## src/rtl/simd_vec_lane_packer.sv

```systemverilog
// Scalar (a,b) element stream to lane-parallel A/B beats for the SIMD MAC, with start/last framing.
// Optional sticky err_o for dropped/clamped commands when SIMD_PACKER_ERR_EN is defined.
module simd_vec_lane_packer #(
  parameter  int NUM_LANES    = 4,
  parameter  int ELEM_W       = 16,
  parameter  int MAX_NUM_ELEM = 64,
  localparam int LEN_W        = $clog2(MAX_NUM_ELEM + 1)
) (
  input  logic                        clk,
  input  logic                        rst_n,
  input  logic                        cmd_valid_i,
  output logic                        cmd_ready_o,
  input  logic [LEN_W-1:0]            cmd_len_i,
  input  logic                        elem_valid_i,
  output logic                        elem_ready_o,
  input  logic [ELEM_W-1:0]           elem_a_i,
  input  logic [ELEM_W-1:0]           elem_b_i,
  output logic                        valid_o,
  output logic                        start_o,
  output logic                        last_o,
  output logic [NUM_LANES*ELEM_W-1:0] a_o,
  output logic [NUM_LANES*ELEM_W-1:0] b_o
`ifdef SIMD_PACKER_ERR_EN
  ,
  output logic                        err_o
`endif
);

  localparam int LIDX_W = $clog2(NUM_LANES);
  localparam logic [LIDX_W-1:0] LAST_LANE = LIDX_W'(NUM_LANES - 1);
  localparam logic [LEN_W-1:0]  MAX_LEN   = LEN_W'(MAX_NUM_ELEM);

  typedef enum logic {IDLE, PACK} state_t;

  state_t              state_reg, state_next;
  logic [LEN_W-1:0]    remaining_reg;
  logic [LIDX_W-1:0]   lane_idx_reg;
  logic                first_beat_reg;
  logic [ELEM_W-1:0]   a_stage_reg [NUM_LANES];
  logic [ELEM_W-1:0]   b_stage_reg [NUM_LANES];

  logic                cmd_fire, elem_fire, len_zero, len_over;
  logic                last_elem, lane_full, beat;
  logic [LEN_W-1:0]    len_eff;
  logic [NUM_LANES*ELEM_W-1:0] beat_a, beat_b;

  assign cmd_fire  = cmd_valid_i & cmd_ready_o;
  assign elem_fire = elem_valid_i & elem_ready_o;
  assign len_zero  = (cmd_len_i == '0);
  assign len_over  = (cmd_len_i > MAX_LEN);
  assign len_eff   = len_over ? MAX_LEN : cmd_len_i;
  assign last_elem = (remaining_reg == LEN_W'(1));
  assign lane_full = (lane_idx_reg == LAST_LANE);
  assign beat      = elem_fire & (last_elem | lane_full);

  always_ff @(posedge clk or negedge rst_n) begin
    if (!rst_n) state_reg <= IDLE;
    else        state_reg <= state_next;
  end

  always_comb begin
    state_next = state_reg;
    case (state_reg)
      IDLE:    if (cmd_fire && !len_zero) state_next = PACK;
      PACK:    if (beat && last_elem)     state_next = IDLE;
      default: state_next = IDLE;
    endcase
  end

  always_comb begin
    cmd_ready_o  = 1'b0;
    elem_ready_o = 1'b0;
    case (state_reg)
      IDLE:    cmd_ready_o  = 1'b1;
      PACK:    elem_ready_o = 1'b1;
      default: ;
    endcase
  end

  always_ff @(posedge clk or negedge rst_n) begin
    if (!rst_n) begin
      remaining_reg  <= '0;
      lane_idx_reg   <= '0;
      first_beat_reg <= 1'b0;
    end else if (cmd_fire && !len_zero) begin
      remaining_reg  <= len_eff;
      lane_idx_reg   <= '0;
      first_beat_reg <= 1'b1;
    end else if (elem_fire) begin
      remaining_reg <= remaining_reg - LEN_W'(1);
      if (beat) begin
        lane_idx_reg   <= '0;
        first_beat_reg <= 1'b0;
      end else begin
        lane_idx_reg <= lane_idx_reg + LIDX_W'(1);
      end
    end
  end

  always_ff @(posedge clk or negedge rst_n) begin
    if (!rst_n) begin
      for (int k = 0; k < NUM_LANES; k++) begin
        a_stage_reg[k] <= '0;
        b_stage_reg[k] <= '0;
      end
    end else if (beat) begin
      for (int k = 0; k < NUM_LANES; k++) begin
        a_stage_reg[k] <= '0;
        b_stage_reg[k] <= '0;
      end
    end else if (elem_fire) begin
      a_stage_reg[lane_idx_reg] <= elem_a_i;
      b_stage_reg[lane_idx_reg] <= elem_b_i;
    end
  end

  // Completed beat: staged lanes below lane_idx, the incoming element at lane_idx, zeros above.
  for (genvar gi = 0; gi < NUM_LANES; gi++) begin : g_lane
    localparam logic [LIDX_W-1:0] LANE = LIDX_W'(gi);
    assign beat_a[gi*ELEM_W +: ELEM_W] = (LANE < lane_idx_reg)  ? a_stage_reg[gi] :
                                         (LANE == lane_idx_reg) ? elem_a_i : '0;
    assign beat_b[gi*ELEM_W +: ELEM_W] = (LANE < lane_idx_reg)  ? b_stage_reg[gi] :
                                         (LANE == lane_idx_reg) ? elem_b_i : '0;
  end

  always_ff @(posedge clk or negedge rst_n) begin
    if (!rst_n) begin
      valid_o <= 1'b0;
      start_o <= 1'b0;
      last_o  <= 1'b0;
      a_o     <= '0;
      b_o     <= '0;
    end else begin
      valid_o <= beat;
      start_o <= beat & first_beat_reg;
      last_o  <= beat & last_elem;
      if (beat) begin
        a_o <= beat_a;
        b_o <= beat_b;
      end
    end
  end

`ifdef SIMD_PACKER_ERR_EN
  always_ff @(posedge clk or negedge rst_n) begin
    if (!rst_n)                                  err_o <= 1'b0;
    else if (cmd_fire && (len_zero || len_over)) err_o <= 1'b1;
  end
`endif

endmodule

```

## config.mk

```make
export PLATFORM = sky130hd
export DESIGN_NAME = simd_vec_lane_packer
export DESIGN_NICKNAME = d
export VERILOG_FILES = /design/src/rtl/simd_vec_lane_packer.sv
export SDC_FILE = /design/constraint.sdc
export NUM_CORES = 1
export LEC_CHECK = 0
export CAP_MARGIN = 0
export CORE_UTILIZATION = 40
export CTS_BUF_LIST = sky130_fd_sc_hd__clkbuf_4 sky130_fd_sc_hd__clkbuf_8
export CTS_CLUSTER_SIZE = 8
export DETAILED_ROUTE_END_ITERATION = 8
export DONT_BUFFER_PORTS = 1
export SETUP_SLACK_MARGIN = 0.2
export SKIP_CTS_REPAIR_TIMING = 1
export SLEW_MARGIN = 20
export SYNTH_ARGS = -nofsm -noshare
export SYNTH_HDL_FRONTEND = slang
export SYNTH_SLANG_ARGS = --single-unit
export TNS_END_PERCENT = 10
```

## constraint.sdc

```tcl
create_clock -name clk -period 2.54 [get_ports clk]
set_input_delay 0.508 -clock clk [delete_from_list [all_inputs] [get_ports clk]]
set_output_delay 0.508 -clock clk [all_outputs]
set_load 0.02 [all_outputs]
```

### Yosys cells after proc, flatten, opt, wreduce, memory -nomap -nowiden

Cells that the tools add are included.

* bits in writable memories: 0
* memories: 0
* latch bits: 0
* register bits: 270
* ROM bits: 0

* equal/unequal tests: 5
* order comparisons: 7
* bitwise gates (word level): 8
* shifts and indexed selects: 0
* $mul: 0
* reductions and logical operators: 10
* add/sub/neg operators: 2
* multiplexer cells: 38
* divide/modulo/power cells: 0

Operator list (number)
* 16-bit 2-to-1 mux: 17
* 64-bit 2-to-1 mux: 4
* 64-bit bitwise mux: 2
* 16-bit demux with 2-bit select: 1
* 7-bit 2-to-1 mux: 3
* 7-bit by 1-bit equality test with 1-bit output, second input constant: 1
* 7-bit greater-than comparator, second input constant: 1
* 7-bit zero test: 1
* 1-bit 2-to-1 mux: 7
* 7-bit by 1-bit subtractor with 7-bit output, second input constant: 1
* 2-bit 2-to-1 mux: 3
* 2-bit nonzero test: 3
* 1-bit bitwise AND: 5
* 2-bit equality test, first input constant: 2
* 1-bit by 2-bit less-than comparator with 1-bit output, first input constant: 2
* 2-bit less-than comparator, first input constant: 2
* 3-bit >= comparator, second input constant: 1
* 1-bit logical AND: 3
* 3-bit by 1-bit less-than comparator with 1-bit output, second input constant: 1
* 2-bit inverter with 3-bit output: 1
* 2-bit by 1-bit adder with 2-bit output, second input constant: 1
* 1-bit by 2-bit equality test with 1-bit output, first input constant: 1
* 2-bit equality test, second input constant: 1
* 2-bit zero test: 1
* other kinds (5): 5

### Longest topological paths before layout

* depth after elaboration: 8
* mapped depth: 9
* gate-level depth less buffers: 6

### Worst setup path after synthesis

OpenSTA, ideal clock, no wires.

* path kind: register to register
* start point: register lane_idx_reg[1]
* end point: register a_o[0]
* cell stages (with the launch flop): 9
* buffers on the path: 4
* clock period less this slack: 2.204 ns
* path slack: 0.336 ns
* required time: 2.407 ns
* arrival: 2.071 ns
* path through: dfrtp_1 > clkbuf_1 > inv_1 > clkbuf_1 > ha_1 > clkbuf_1 > clkbuf_1 > mux2i_1 > o21ai_0

* cells in the longest elaborated chain, start to end: 3
* elaborated cells on any way between the ends: 7
* classes of those cells: 1 x order compare; 1 x eq/ne; 2 x mux; 2 x bitwise; 1 x reduce/logical

RTL lines
* from (decl): RTL line 37 `logic [LIDX_W-1:0] lane_idx_reg;`
* from (signal assigned): RTL line 95 `lane_idx_reg <= lane_idx_reg + LIDX_W'(1);`
* 2-bit equality test / 2-bit zero test (equally long branches): RTL line 53, 121
* 1-bit bitwise OR / 16-bit 2-to-1 mux (equally long branches): RTL line 54, 121
* 1-bit bitwise AND / 16-bit 2-to-1 mux (equally long branches): RTL line 54, 120
* to (signal assigned): RTL line 138 `a_o <= beat_a;`
* to (decl): RTL line 21 `output logic [NUM_LANES*ELEM_W-1:0] a_o,`

Parallel ways exist; a longest one is shown, timed or not.
A chain may end at the register's enable or synchronous reset.

### Final worst setup path

* start point: register remaining_reg[4]
* end point: register b_o[61]

* cells in the longest elaborated chain, start to end: 3

RTL lines
* from (decl): RTL line 36 `logic [LEN_W-1:0] remaining_reg;`
* from (signal assigned): RTL line 86 `remaining_reg <= len_eff;`
* from (signal assigned): RTL line 90 `remaining_reg <= remaining_reg - LEN_W'(1);`
* 7-bit by 1-bit equality test with 1-bit output: RTL line 52 `assign last_elem = (remaining_reg == LEN_W'(1));`
* 1-bit bitwise OR: RTL line 54 `assign beat = elem_fire & (last_elem | lane_full);`
* 1-bit bitwise AND: RTL line 54
* to (signal assigned): RTL line 139 `b_o <= beat_b;`
* to (decl): RTL line 22 `output logic [NUM_LANES*ELEM_W-1:0] b_o`

No other way between the ends.

==> results.cfg <==
[placement]
dp_slack_ps = 338
dpl.cell_count = 1169
port_buffers = 0
hpwl_um = 16800
gp_congestion = 0.778

[yosys]
syn_area_per_cell_sq_um = 11.0
synth.top_cell.area_share_pct = 59.6
syn_inst = 908
syn_area_sq_mm = 0.00999
seq_area_frac_synth_pct = 59.6
ys_seq_elements = 238
ys_types = 43
synth_fp_nets = 958
synth_top_area_cell = dfrtp_1
synth_warnings = 0
synth.top_cells.by_area = dfrtp_1, a22o_1, o21ai_0, a21oi_1, mux2i_1
synth_edf_count = 0
synth-main-ff-cell = dfrtp_1
synthArstFlopShare_pct = 100

[sta]
slew_viol_final = 0
rsz0062_at_grt = yes
setup_violations = 0
maxClockFrequency_mhz = 453
timing.hold.ws_ps = -313
finalClockSkew_ps = 24.0
fin_setup_tns_ps = 0
hold_viol = 238
post-route-period-util_pct = 86.9
final.min_clock_period_ps = 2210
worstMarginPinSlew_ps = 995
slew_headroom_pct = 33.4
fin_ws_ps = 334

[die]
die_w_um = 160
rows = 57
dieArea_sq_mm = 0.0256
start_util_pct = 41.0
ios = 176
coreArea_sq_mm = 0.0244
dieHeight_um = 160

[worst_setup_path]
worstSetupStartpoint = remaining_reg[4]
path_max_fanout = 34
rrSetupSlack_ps = 330
crit_slowest_cell = nor4_4
start_kind = flip-flop
r2r_end = b_o[61]
crit_type = flip-flop to flip-flop
slowest_delay_ps = 440
cp.required_ps = 2940
r2r_cells = 5
path_cells = nor4_4 -> a31o_2 -> nand2_4 -> buf_12 -> a22o_1
endpoint_kind = flip-flop
r2r_start = remaining_reg[4]
worstPathArrival_ps = 2610

[cts]
worstSkewPairLatency_ps = 550
clock_path_buffers = 3
cts_tree = yes
htree_levels = 2
cts_root_buf = clkbuf_8
cts_sinks = 238
numCtsBuffers = 41
clkTransAtPathRegs_ps = 60

[route]
dr_total_vias = 7284
totalWireLength_um = 27800
wl_per_cell_um = 22.4
firstDrtPassIters = 5
ant_nets = 0
drt_iter0_drc = 611
vias_per_cell = 5.88
remaining_drc_errors = 0

[final_layout]
num_antenna_cells = 0
largest_registers = a_o (64), b_o (64)
final_cell_mix = dfrtp_1, o21ai_0, a22o_1
nNetsFinal = 939
syn2layout_area_growth_pct = 12.0
instances_no_fill = 1239
drive_gt1_share_pct = 12.1
fill_cells = 2318
layout_commonest_cell = dfrtp_1

[grt]
grt_pass1_wl_um = 43900
grt_pass1_vias = 7220
antenna_found_initial = 0
grt_max_degree = 239
grt.overflow.total = 0
grtUsageTotal_pct = 21.8

[power_and_ir_drop]
p_leak_nw = 5.12
peakVddDrop_mv = 0.573
power_mw = 15.4
power.density_mw_per_mm2 = 1380

[hold_path]
hp-class = input port to async pin

[outcome]
status = finished with violations
violations = hold timing

[run]
maxCapViolations = 0
[critical path, delay by kind of cell (launching register included)]
kind | cells | cell delay, ps
AOI/OAI and AO/OA | 2 | 650
buffers and inverters | 1 | 260
DFF | 1 | 430
and+or+nand+nor | 2 | 710
[worst max path at each step]
| stage | to | slack (ps) | cells past startpoint |
|---|---|---|---|
| 2_1_floorplan | a_o[0] | 340 | 8 |
| 3_3_place_gp | b_stage_reg[36] | 360 | 4 |
| 3_5_place_dp | a_stage_reg[48] | 340 | 4 |
| 4_1_cts | b_stage_reg[52] | 320 | 4 |
| 5_1_grt | b_stage_reg[58] | 190 | 4 |
| 6_report | b_o[61] | 330 | 5 |
[cells in the mapped netlist (all sizes together) (2+ instances only)]
| master | instances |
|---|---|
| nand2 | 41 |
| inv | 7 |
| o21ai | 198 |
| and3 | 38 |
| nor3 | 2 |
| a21oi | 65 |
| mux2i | 32 |
| clkbuf | 69 |
| nand3 | 3 |
| buf | 19 |
| ha | 7 |
| nand3b | 3 |
| nor2b | 2 |
| a22o | 128 |
| nor2 | 33 |
| dfrtp | 238 |
[layer usage]
metal | up-vias | part of all wire, % | GRT usage (%)
met3 | 53 | 7.9 | 6.86
met1 | 3728 | 45 | 30.0
met4 | 0 | 2.2 | 6.06
li1 | 3285 | - | -
met5 | - | 0 | 0
met2 | 218 | 45 | 33.1
[through the flow]
step	instance area (sq um)	hold slack (ps)	util, %
detailed placement	10400	228	42.4
finish	11200	-313	45.9
global placement	10400	226	42.4
floorplan	9990	212	-
global route	11200	-356	45.9
CTS	11200	-360	45.8
[logic make-up after synthesis]
group                    synth area share (%)
AO/OA/AOI/OAI                            25.9
flip-flops                               59.6
AND/OR/NAND/NOR                          6.37
buffers and inverters                    3.92
multiplexers                             3.21
adder cells (fa/ha/maj)                 0.876
XOR/XNOR                                0.175
[area by class of cell]
type | count | area [sq um] | area share [%]
Sequential cell | 238 | 5960 | 53.2
Multi-Input combinational cell | 576 | 3720 | 33.3
Clock buffer | 64 | 800 | 7.15
Tap cell | 324 | 405 | 3.62
Timing Repair Buffer | 25 | 250 | 2.24
Clock inverter | 5 | 30.0 | 0.268
Inverter | 7 | 26.3 | 0.235
[power by group]
group	switching [mW]	internal [mW]	leakage [nW]
clock network	1.55	1.99	0.439
logic	2.62	1.94	1.58
registers	2.00	5.34	3.11
total	6.17	9.26	5.12
(Power assumes the default switching activity.)
